File: src/rtl/command_frame_if.sv
// command_frame_if
//   Bundles the control-side command handshake and the UART FIFO signals of
//   the command frame initiator.
//   master : the frame transmitter (drives cmd_ready, tf_push/tdr, rf_pop,
//            done/ack_ok/timeout/retry_cnt).
//   slave  : the surroundings (control logic plus UART FIFOs).
//   Command : cmd_valid, cmd_ready, cmd_src, cmd_dest, cmd_code
//   TX FIFO : tf_counter, tf_push, tdr
//   RX FIFO : rf_counter, rdr, rf_pop
//   Status  : done, ack_ok, timeout, retry_cnt
interface command_frame_if #(
  parameter int CNT_W = 5
) ();
  logic             cmd_valid;
  logic             cmd_ready;
  logic [7:0]       cmd_src;
  logic [7:0]       cmd_dest;
  logic [7:0]       cmd_code;
  logic [CNT_W-1:0] tf_counter;
  logic             tf_push;
  logic [7:0]       tdr;
  logic [CNT_W-1:0] rf_counter;
  logic [7:0]       rdr;
  logic             rf_pop;
  logic             done;
  logic             ack_ok;
  logic             timeout;
  logic [1:0]       retry_cnt;

  modport master (
    input  cmd_valid, cmd_src, cmd_dest, cmd_code, tf_counter, rf_counter, rdr,
    output cmd_ready, tf_push, tdr, rf_pop, done, ack_ok, timeout, retry_cnt
  );

  modport slave (
    output cmd_valid, cmd_src, cmd_dest, cmd_code, tf_counter, rf_counter, rdr,
    input  cmd_ready, tf_push, tdr, rf_pop, done, ack_ok, timeout, retry_cnt
  );
endinterface

File: src/rtl/command_frame_tx.sv
// command_frame_tx
//   Initiator of the 8-byte command frame link. Latches a command, builds
//   EB 90 | src | dest | code | csum | 09 D7, pushes it into the UART TX FIFO
//   one byte at a time with GAP idle cycles between FIFO accesses, then pops
//   and checks the 8-byte echo from the RX FIFO. Failed or missing echoes are
//   retried up to MAX_RETRY times with the same latched frame.
//   Ports: clk, rst (sync, active-high), bus (command_frame_if.master).
module command_frame_tx #(
  parameter int CNT_W      = 5,
  parameter int FIFO_DEPTH = 16,
  parameter int GAP        = 3,
  parameter int TIMEOUT    = 100000,
  parameter int MAX_RETRY  = 2
) (
  input  logic             clk,
  input  logic             rst,
  command_frame_if.master  bus
);

  localparam int               GAP_W     = (GAP > 1) ? $clog2(GAP) : 1;
  localparam logic [GAP_W-1:0] GAP_LAST  = GAP_W'(GAP - 1);
  // Free space >= 8 rewritten as a fill-level bound to avoid signed math.
  localparam logic [CNT_W-1:0] ROOM_MAX  = CNT_W'(FIFO_DEPTH - 8);
  localparam logic [CNT_W-1:0] ECHO_NEED = CNT_W'(8);

  typedef enum logic [3:0] {
    S_IDLE, S_ROOM, S_PUSH, S_GAP, S_ECHO, S_POP, S_FAIL, S_DONE_OK, S_DONE
  } state_t;

  state_t      state_q, state_d;
  logic [3:0]  idx_q, idx_d;
  logic [GAP_W-1:0] gap_q, gap_d;
  logic [31:0] tmo_q, tmo_d;
  logic        popping_q, popping_d;    // GAP returns to POP instead of PUSH
  logic        mismatch_q, mismatch_d;
  logic        timed_out_q, timed_out_d; // outcome of the latest attempt
  logic [1:0]  retry_q, retry_d;
  logic        ack_ok_q, ack_ok_d;
  logic        timeout_q, timeout_d;
  logic [7:0]  frame_q [8];
  logic [7:0]  frame_d [8];

  // Byte that makes src+dest+code+csum == 0 mod 256.
  function automatic logic [7:0] csum8(input logic [7:0] a, input logic [7:0] b,
                                       input logic [7:0] c);
    logic [7:0] s;
    s = a + b + c;
    return 8'h00 - s;
  endfunction

  always_comb begin
    state_d     = state_q;
    idx_d       = idx_q;
    gap_d       = gap_q;
    tmo_d       = tmo_q;
    popping_d   = popping_q;
    mismatch_d  = mismatch_q;
    timed_out_d = timed_out_q;
    retry_d     = retry_q;
    ack_ok_d    = ack_ok_q;
    timeout_d   = timeout_q;
    frame_d     = frame_q;

    unique case (state_q)
      S_IDLE: begin
        if (bus.cmd_valid) begin
          frame_d[0]  = 8'hEB;
          frame_d[1]  = 8'h90;
          frame_d[2]  = bus.cmd_src;
          frame_d[3]  = bus.cmd_dest;
          frame_d[4]  = bus.cmd_code;
          frame_d[5]  = csum8(bus.cmd_src, bus.cmd_dest, bus.cmd_code);
          frame_d[6]  = 8'h09;
          frame_d[7]  = 8'hD7;
          retry_d     = 2'd0;
          ack_ok_d    = 1'b0;
          timeout_d   = 1'b0;
          timed_out_d = 1'b0;
          state_d     = S_ROOM;
        end
      end
      S_ROOM: begin
        // Only start once all 8 bytes fit, so a frame is never split.
        if (bus.tf_counter <= ROOM_MAX) begin
          idx_d     = 4'd0;
          popping_d = 1'b0;
          state_d   = S_PUSH;
        end
      end
      S_PUSH: begin
        idx_d   = idx_q + 4'd1;
        gap_d   = '0;
        state_d = S_GAP;
      end
      S_GAP: begin
        if (gap_q == GAP_LAST) begin
          if (idx_q != 4'd8) begin
            state_d = popping_q ? S_POP : S_PUSH;
          end else if (popping_q) begin
            if (mismatch_q) begin
              state_d = S_FAIL;
            end else begin
              ack_ok_d  = 1'b1;
              timeout_d = 1'b0;
              state_d   = S_DONE_OK;
            end
          end else begin
            tmo_d   = 32'd0;
            state_d = S_ECHO;
          end
        end else begin
          gap_d = gap_q + GAP_W'(1);
        end
      end
      S_ECHO: begin
        if (bus.rf_counter >= ECHO_NEED) begin
          idx_d       = 4'd0;
          mismatch_d  = 1'b0;
          popping_d   = 1'b1;
          timed_out_d = 1'b0;
          state_d     = S_POP;
        end else begin
          tmo_d = tmo_q + 32'd1;
          if (tmo_d == 32'(TIMEOUT)) begin
            timed_out_d = 1'b1;
            state_d     = S_FAIL;
          end
        end
      end
      S_POP: begin
        // rdr already shows the head entry; compare before it is popped.
        mismatch_d = mismatch_q | (bus.rdr != frame_q[idx_q[2:0]]);
        idx_d      = idx_q + 4'd1;
        gap_d      = '0;
        state_d    = S_GAP;
      end
      S_FAIL: begin
        if (retry_q < 2'(MAX_RETRY)) begin
          retry_d = retry_q + 2'd1;
          state_d = S_ROOM;
        end else begin
          ack_ok_d  = 1'b0;
          timeout_d = timed_out_q;
          state_d   = S_DONE;
        end
      end
      S_DONE_OK, S_DONE: begin
        state_d = S_IDLE;
      end
      default: state_d = S_IDLE;
    endcase
  end

  always_ff @(posedge clk) begin
    if (rst) begin
      state_q     <= S_IDLE;
      idx_q       <= '0;
      gap_q       <= '0;
      tmo_q       <= '0;
      popping_q   <= 1'b0;
      mismatch_q  <= 1'b0;
      timed_out_q <= 1'b0;
      retry_q     <= '0;
      ack_ok_q    <= 1'b0;
      timeout_q   <= 1'b0;
      frame_q     <= '{default: 8'h00};
    end else begin
      state_q     <= state_d;
      idx_q       <= idx_d;
      gap_q       <= gap_d;
      tmo_q       <= tmo_d;
      popping_q   <= popping_d;
      mismatch_q  <= mismatch_d;
      timed_out_q <= timed_out_d;
      retry_q     <= retry_d;
      ack_ok_q    <= ack_ok_d;
      timeout_q   <= timeout_d;
      frame_q     <= frame_d;
    end
  end

  // Strobes are decoded from the state, so PUSH/POP always last one cycle
  // and are separated by at least one GAP cycle.
  assign bus.cmd_ready = (state_q == S_IDLE);
  assign bus.tf_push   = (state_q == S_PUSH);
  assign bus.tdr       = (state_q == S_PUSH) ? frame_q[idx_q[2:0]] : 8'h00;
  assign bus.rf_pop    = (state_q == S_POP);
  assign bus.done      = (state_q == S_DONE_OK) || (state_q == S_DONE);
  assign bus.ack_ok    = ack_ok_q;
  assign bus.timeout   = timeout_q;
  assign bus.retry_cnt = retry_q;

endmodule

File: src/flat_wrapper.sv
// flat-port wrapper written by rule: the top's interface ports become plain ports
module command_frame_tx_flat 
#(
  parameter int CNT_W      = 5,
  parameter int FIFO_DEPTH = 16,
  parameter int GAP        = 3,
  parameter int TIMEOUT    = 100000,
  parameter int MAX_RETRY  = 2
)
  (clk, rst, bus_cmd_valid, bus_cmd_src, bus_cmd_dest, bus_cmd_code, bus_tf_counter, bus_rf_counter, bus_rdr, bus_cmd_ready, bus_tf_push, bus_tdr, bus_rf_pop, bus_done, bus_ack_ok, bus_timeout, bus_retry_cnt);
  command_frame_if #(.CNT_W(CNT_W)) bus_i ();
  input  logic clk;
  input  logic rst;
  input wire logic [$bits(bus_i.cmd_valid)-1:0] bus_cmd_valid;
  input wire logic [$bits(bus_i.cmd_src)-1:0] bus_cmd_src;
  input wire logic [$bits(bus_i.cmd_dest)-1:0] bus_cmd_dest;
  input wire logic [$bits(bus_i.cmd_code)-1:0] bus_cmd_code;
  input wire logic [$bits(bus_i.tf_counter)-1:0] bus_tf_counter;
  input wire logic [$bits(bus_i.rf_counter)-1:0] bus_rf_counter;
  input wire logic [$bits(bus_i.rdr)-1:0] bus_rdr;
  output wire logic [$bits(bus_i.cmd_ready)-1:0] bus_cmd_ready;
  output wire logic [$bits(bus_i.tf_push)-1:0] bus_tf_push;
  output wire logic [$bits(bus_i.tdr)-1:0] bus_tdr;
  output wire logic [$bits(bus_i.rf_pop)-1:0] bus_rf_pop;
  output wire logic [$bits(bus_i.done)-1:0] bus_done;
  output wire logic [$bits(bus_i.ack_ok)-1:0] bus_ack_ok;
  output wire logic [$bits(bus_i.timeout)-1:0] bus_timeout;
  output wire logic [$bits(bus_i.retry_cnt)-1:0] bus_retry_cnt;
  assign bus_i.cmd_valid = bus_cmd_valid;
  assign bus_i.cmd_src = bus_cmd_src;
  assign bus_i.cmd_dest = bus_cmd_dest;
  assign bus_i.cmd_code = bus_cmd_code;
  assign bus_i.tf_counter = bus_tf_counter;
  assign bus_i.rf_counter = bus_rf_counter;
  assign bus_i.rdr = bus_rdr;
  assign bus_cmd_ready = bus_i.cmd_ready;
  assign bus_tf_push = bus_i.tf_push;
  assign bus_tdr = bus_i.tdr;
  assign bus_rf_pop = bus_i.rf_pop;
  assign bus_done = bus_i.done;
  assign bus_ack_ok = bus_i.ack_ok;
  assign bus_timeout = bus_i.timeout;
  assign bus_retry_cnt = bus_i.retry_cnt;
  command_frame_tx #(.CNT_W(CNT_W), .FIFO_DEPTH(FIFO_DEPTH), .GAP(GAP), .TIMEOUT(TIMEOUT), .MAX_RETRY(MAX_RETRY)) u_core (.clk(clk), .rst(rst), .bus(bus_i));
endmodule
File: config.mk
export PLATFORM = sky130hd
export DESIGN_NAME = command_frame_tx_flat
export DESIGN_NICKNAME = d
export VERILOG_FILES = /design/src/rtl/command_frame_if.sv /design/src/rtl/command_frame_tx.sv /design/src/flat_wrapper.sv
export SDC_FILE = /design/constraint.sdc
export NUM_CORES = 1
export LEC_CHECK = 0
export ABC_AREA = 1
export CORE_MARGIN = 4
export CORE_UTILIZATION = 53
export DETAILED_ROUTE_END_ITERATION = 7
export PLACE_DENSITY = 0.75
export SLEW_MARGIN = 20
export SYNTH_ARGS = -nofsm -noshare
export SYNTH_HDL_FRONTEND = slang
export SYNTH_SLANG_ARGS = --single-unit
File: constraint.sdc
create_clock -name clk -period 3.54 [get_ports clk]
set_input_delay 0.885 -clock clk [delete_from_list [all_inputs] [get_ports clk]]
set_output_delay 0.885 -clock clk [all_outputs]
set_load 0.01 [all_outputs]
======== After elaboration in Yosys (flattened, before gate mapping) ========
Index checks and enable logic that the tools add are counted.
storage, ports and cells
  logic and storage cells ................. 124
  flip-flop bits (word level) ............. 83
  input bits .............................. 45
  output and inout port bits .............. 16
cells by class
  $add $sub $neg .......................... 7
  $lt $le $gt $ge ......................... 4
  muxes and demuxes ....................... 49
  eq/ne operators ......................... 25
  reductions and logical operators ........ 21
  bitwise logic cells ..................... 2
operators by type and width
  cell                                                   number
  two-way mux 32 bit                                     4
  case mux 32 bit (2 select lines)                       1
  two-way mux 4 bit                                      9
  adder 32 x 1 -> 32 bit, second input constant          1
  equality test 32 x 17 -> 1 bit, second input constant  1
  binary-select mux 8 bit (select 3 bit)                 1
  two-way mux 8 bit                                      3
  case mux 4 bit (6 select lines)                        1
  two-way mux 1 bit                                      17
  adder 8 bit                                            2
  equality test 4 x 3 -> 1 bit, second input constant    4
  != test 2 bit, second input constant                   7
  case mux 4 bit (3 select lines)                        1
  AND reduction 3 bit                                    4
  nonzero test 2 bit                                     6
  != test 2 x 1 -> 1 bit, second input constant          5
  equality test 4 x 2 -> 1 bit, second input constant    2
  two-way mux 2 bit                                      4
  != test 8 bit                                          1
  case mux 2 bit (2 select lines)                        2
  subtractor 1 x 8 -> 8 bit, first input constant        1
  AND reduction 7 bit                                    1
  case mux 1 bit (2 select lines)                        3
  case mux 1 bit (3 select lines)                        2
  21 further kinds                                       25

======== Depth between registers and ports, before layout ========
  depth after elaboration ................. 7
  depth in mapped cells ................... 16
  mapped depth without buffers ............ 16

======== Worst setup path before layout ========
No wires, ideal clock.
  kind .................................... input to register
  start point ............................. input port bus_cmd_code[1]
  end point ............................... register u_core.frame_q[23] in the netlist's numbering
  buffers on the path ..................... 0
  path slack .............................. 396 ps
  required time ........................... 3425 ps
  library setup time ...................... 115 ps
  stages .................................. 13
  arrival time ............................ 3028 ps
  cells stage by stage .................... ha_1 -> fa_1 -> inv_1 -> ha_1 -> inv_1 -> fa_1 -> o21ai_0 -> nand2_1 -> nand2_1 -> a21oi_1 -> xor2_1 -> o21ai_0 -> inv_1
between the ends
  longest elaborated chain between the ends .. 2
RTL lines
  what                       line                     RTL
  start: declaration         flat_wrapper.sv:17       input wire logic [$bits(bus_i.cmd_code)-1:0] bus_cmd_code;
  adder 8 bit                command_frame_tx.sv:47   s = a + b + c;
  subtractor 1 x 8 -> 8 bit  command_frame_tx.sv:48   return 8'h00 - s;
  end signal: assignment     command_frame_tx.sv:178  frame_q <= frame_d;
  end: declaration           command_frame_tx.sv:40   logic [7:0] frame_q [8];
Every way passes these cells.
A chain may end at the register's enable or synchronous reset.

======== Worst setup path in the final report ========
Same ends and word-level chain as after synthesis.

==> metrics.yaml <==
status: "finished, final reports clean"
yosysSeqAreaShare_pct: 30.8
finalHoldViolCount: 0
place_congestion: 0.930
yosysWarnings: 0
grt_pass1_vias: 5402
clk_pin_slew_ns: 0.09
cts_setup_buffers: 0
die_width_um: 108
worst_ep_required_time_ns: 3.80
fin_hold_ws_ns: 0.459
p_sw_mw: 1.29
drive_above_1_share_pct: 7.21
synth_cells: 837
critPathSlowestCell: "fa_1"
die_h_um: 108
p_leak_nw: 2.62
cp_max_fo: 2
rsz0062_at_grt: "no"
setup_violations: 0
diodes: 0
mostFrequentLayoutCell: "nand2_1"
combPwrFrac_pct: 40.4
syn_area_per_cell_um2: 6.37
dp_cells: 1019
overflow: 0
ys_ff_latch: 82
cts_buffer_depth: 2
viasPerCell: 5.33
design.core.area_mm2: 0.00977
finalInstanceArea_mm2: 0.00632
min_period_ns: 3.32
num-fill-cells: 887
most-common-layout-cells: "nand2_1, inv_1, a21oi_1"
seqPwrFrac_pct: 36.5
worst_pin_slew_ns: 0.767
cts_sinks: 82
grt_max_degree: 54
vias: 5516
wl_per_cell_um: 13.4
numPortBuffers: 57
cap_violations: 0
grt_pass1_wl_um: 24000
slowest_delay_ns: 0.47
tritoncts: "done"
wirelength_um: 13800
synth_top_cell_area_share_pct: 30.8
crit_arrival_ns: 3.57
crit_family: "adder cells"
clock.fmax_ghz: 0.302
postPlaceCellArea_mm2: 0.00610
startpoint_type: "input pin"
fin_util_pct: 64.7
cts_made_buffers: 9
final_cells: 1035
finalNetCount: 969
fp-row-count: 36
remaining_drc_errors: 0
cp-end-kind: "flip-flop"
internal_power_mw: 1.97
syn2layout_area_growth_pct: 18.5
crit_top_cell: "inv_1"
ys_top_cells_by_area: "dfxtp_1, nand2_1, a21oi_1, inv_1, nor2_1"
grt_usage_pct: 25.2
clkPwrFrac_pct: 23.1
finalCritPeriodShare_pct: 93.7
htreeDepth: 3
critical_path_class: "in2reg"
synth_top_area_cell: "dfxtp_1"
worstPathBufferInverterCount: 4
p_sw_share_pct: 39.5
hpwl_um: 10300
root_buffer: "clkbuf_8"
start_util_pct: 54.6
power_mw: 3.26
crit_chain: "clkdlybuf4s50_1, ha_1, fa_1, inv_1, ha_1, inv_1, fa_1, o21ai_0, nand2_1, nand2_1, a21oi_1, xor2_1, o21ai_0, inv_1"
die-area_mm2: 0.0117
drt_iter0_drc: 299
drv_slew: 0
antenna_found_initial: 0
vdd_drop_max_mv: 0.354
boundaryPins: 61
hold_class: "reg2reg"
first_pass_iters: 5
ant_nets: 0
p_per_area_mw_per_mm2: 516
clock_latency_ns: 0.37
netlist_area_mm2: 0.00534
maxSlewHeadroom_pct: 48.8
fin_skew_ns: 0.0156
syn_nets: 909
synth_cell_types: 41
-- state kept, by name, summed over array words and instances (netlist names) --
name / count
u_core.idx_q: 4
u_core.frame_q: 33
u_core.mismatch_q: 1
u_core.tmo_q: 32
u_core.bus.retry_cnt: 2
u_core.bus.ack_ok: 1
u_core.gap_q: 2
u_core.timed_out_q: 1
u_core.state_q: 4
u_core.popping_q: 1
u_core.bus.timeout: 1
-- worst register-to-register path, stage by stage, from the launching register on --
cell and delay [ns]:
dfxtp_1 0.40, ha_1 0.21, nand2_1 0.12, nor2_4 0.21, nand2_2 0.11, nor2_4 0.19
nand2_1 0.07, nand2_1 0.05, nand2_1 0.06, nor2_1 0.13, nand2_1 0.08, nor2_1 0.15
nand3_2 0.15, nand2_2 0.13, nand2_1 0.06, o21ai_1 0.13, inv_1 0.05
-- metrics by stage --
step | TNS, ns | setup slack (ns)
3_3_place_gp | -0.187 | -0.117
6_report | 0 | 0.224
5_1_grt | 0 | 0.0283
3_5_place_dp | -0.265 | -0.159
2_1_floorplan | 0 | 0.396
4_1_cts | 0 | 0.214
-- power groups by stage --
stage	combinational, mW	sequential (mW)	clock (mW)
finish	1.32	1.19	0.752
global route	1.49	1.21	0.799
CTS	1.31	1.19	0.765
detailed placement	1.30	1.21	0
global placement	1.26	1.20	0
floorplan	0.883	1.19	0
-- path summary, 6_finish.rpt --
kind | end | from | slack [ns] | cells past startpoint
worst min-delay path | u_core.frame_q[39] | u_core.frame_q[39] | 0.46 | 2
worst min register to register | u_core.frame_q[39] | u_core.frame_q[39] | 0.46 | 2
worst max register to register | u_core.state_q[2] | u_core.tmo_q[1] | 1.16 | 16
worst max-delay path | u_core.frame_q[23] | bus_cmd_code[1] | 0.22 | 14
-- cells by family after synthesis --
family	after synthesis	share of synthesized area (%)
AO/OA/AOI/OAI	171	16.9
flip-flops	82	30.8
AND/OR/NAND/NOR	409	33.3
XOR/XNOR	13	2.13
buffers and inverters	135	9.50
adder cells (fa/ha/maj)	27	7.32
-- synthesized netlist by cell type (all sizes together) --
cell type / n
o21a: 1
inv: 107
a221oi: 1
xor2: 11
o21bai: 2
buf: 2
a211oi: 3
nand4: 8
nor3: 6
a31oi: 3
nand2: 252
ha: 20
nor4: 3
a21oi: 91
or2: 2
nor2: 97
o31ai: 1
o211ai: 2
o2111ai: 1
dfxtp: 82
clkinv: 2
nand3b: 10
and2: 1
nand3: 29
o211a: 1
o22ai: 4
o21ai: 61
clkbuf: 24
fa: 7
nor3b: 1
xnor2: 2
-- metal layers --
metal	global-route usage [%]	vias up	part of all wire, %	routed length, um
li1	-	2803	-	-
met1	30.6	2519	43	5950
met2	44.4	165	49	6820
met3	3.22	29	4.9	676
met4	11.1	0	2.8	389
met5	0	-	0	0
-- final cells by class --
| cell class | instances | area (um^2) | area share (%) |
|---|---|---|---|
| Clock buffer | 11 | 131 | 2.08 |
| Clock inverter | 5 | 78.8 | 1.25 |
| Inverter | 109 | 409 | 6.47 |
| Multi-Input combinational cell | 620 | 3190 | 50.5 |
| Sequential cell | 82 | 1640 | 26.0 |
| Tap cell | 133 | 166 | 2.63 |
| Timing Repair Buffer | 75 | 701 | 11.1 |
-- what timing repair did --
item / 4_1_cts / 5_1_grt
hold buffers: 0 / 0
setup endpoints to repair: 0 / 1
gates resized for setup: 0 / 1
No activity file was read; power rests on OpenSTA's default activity.
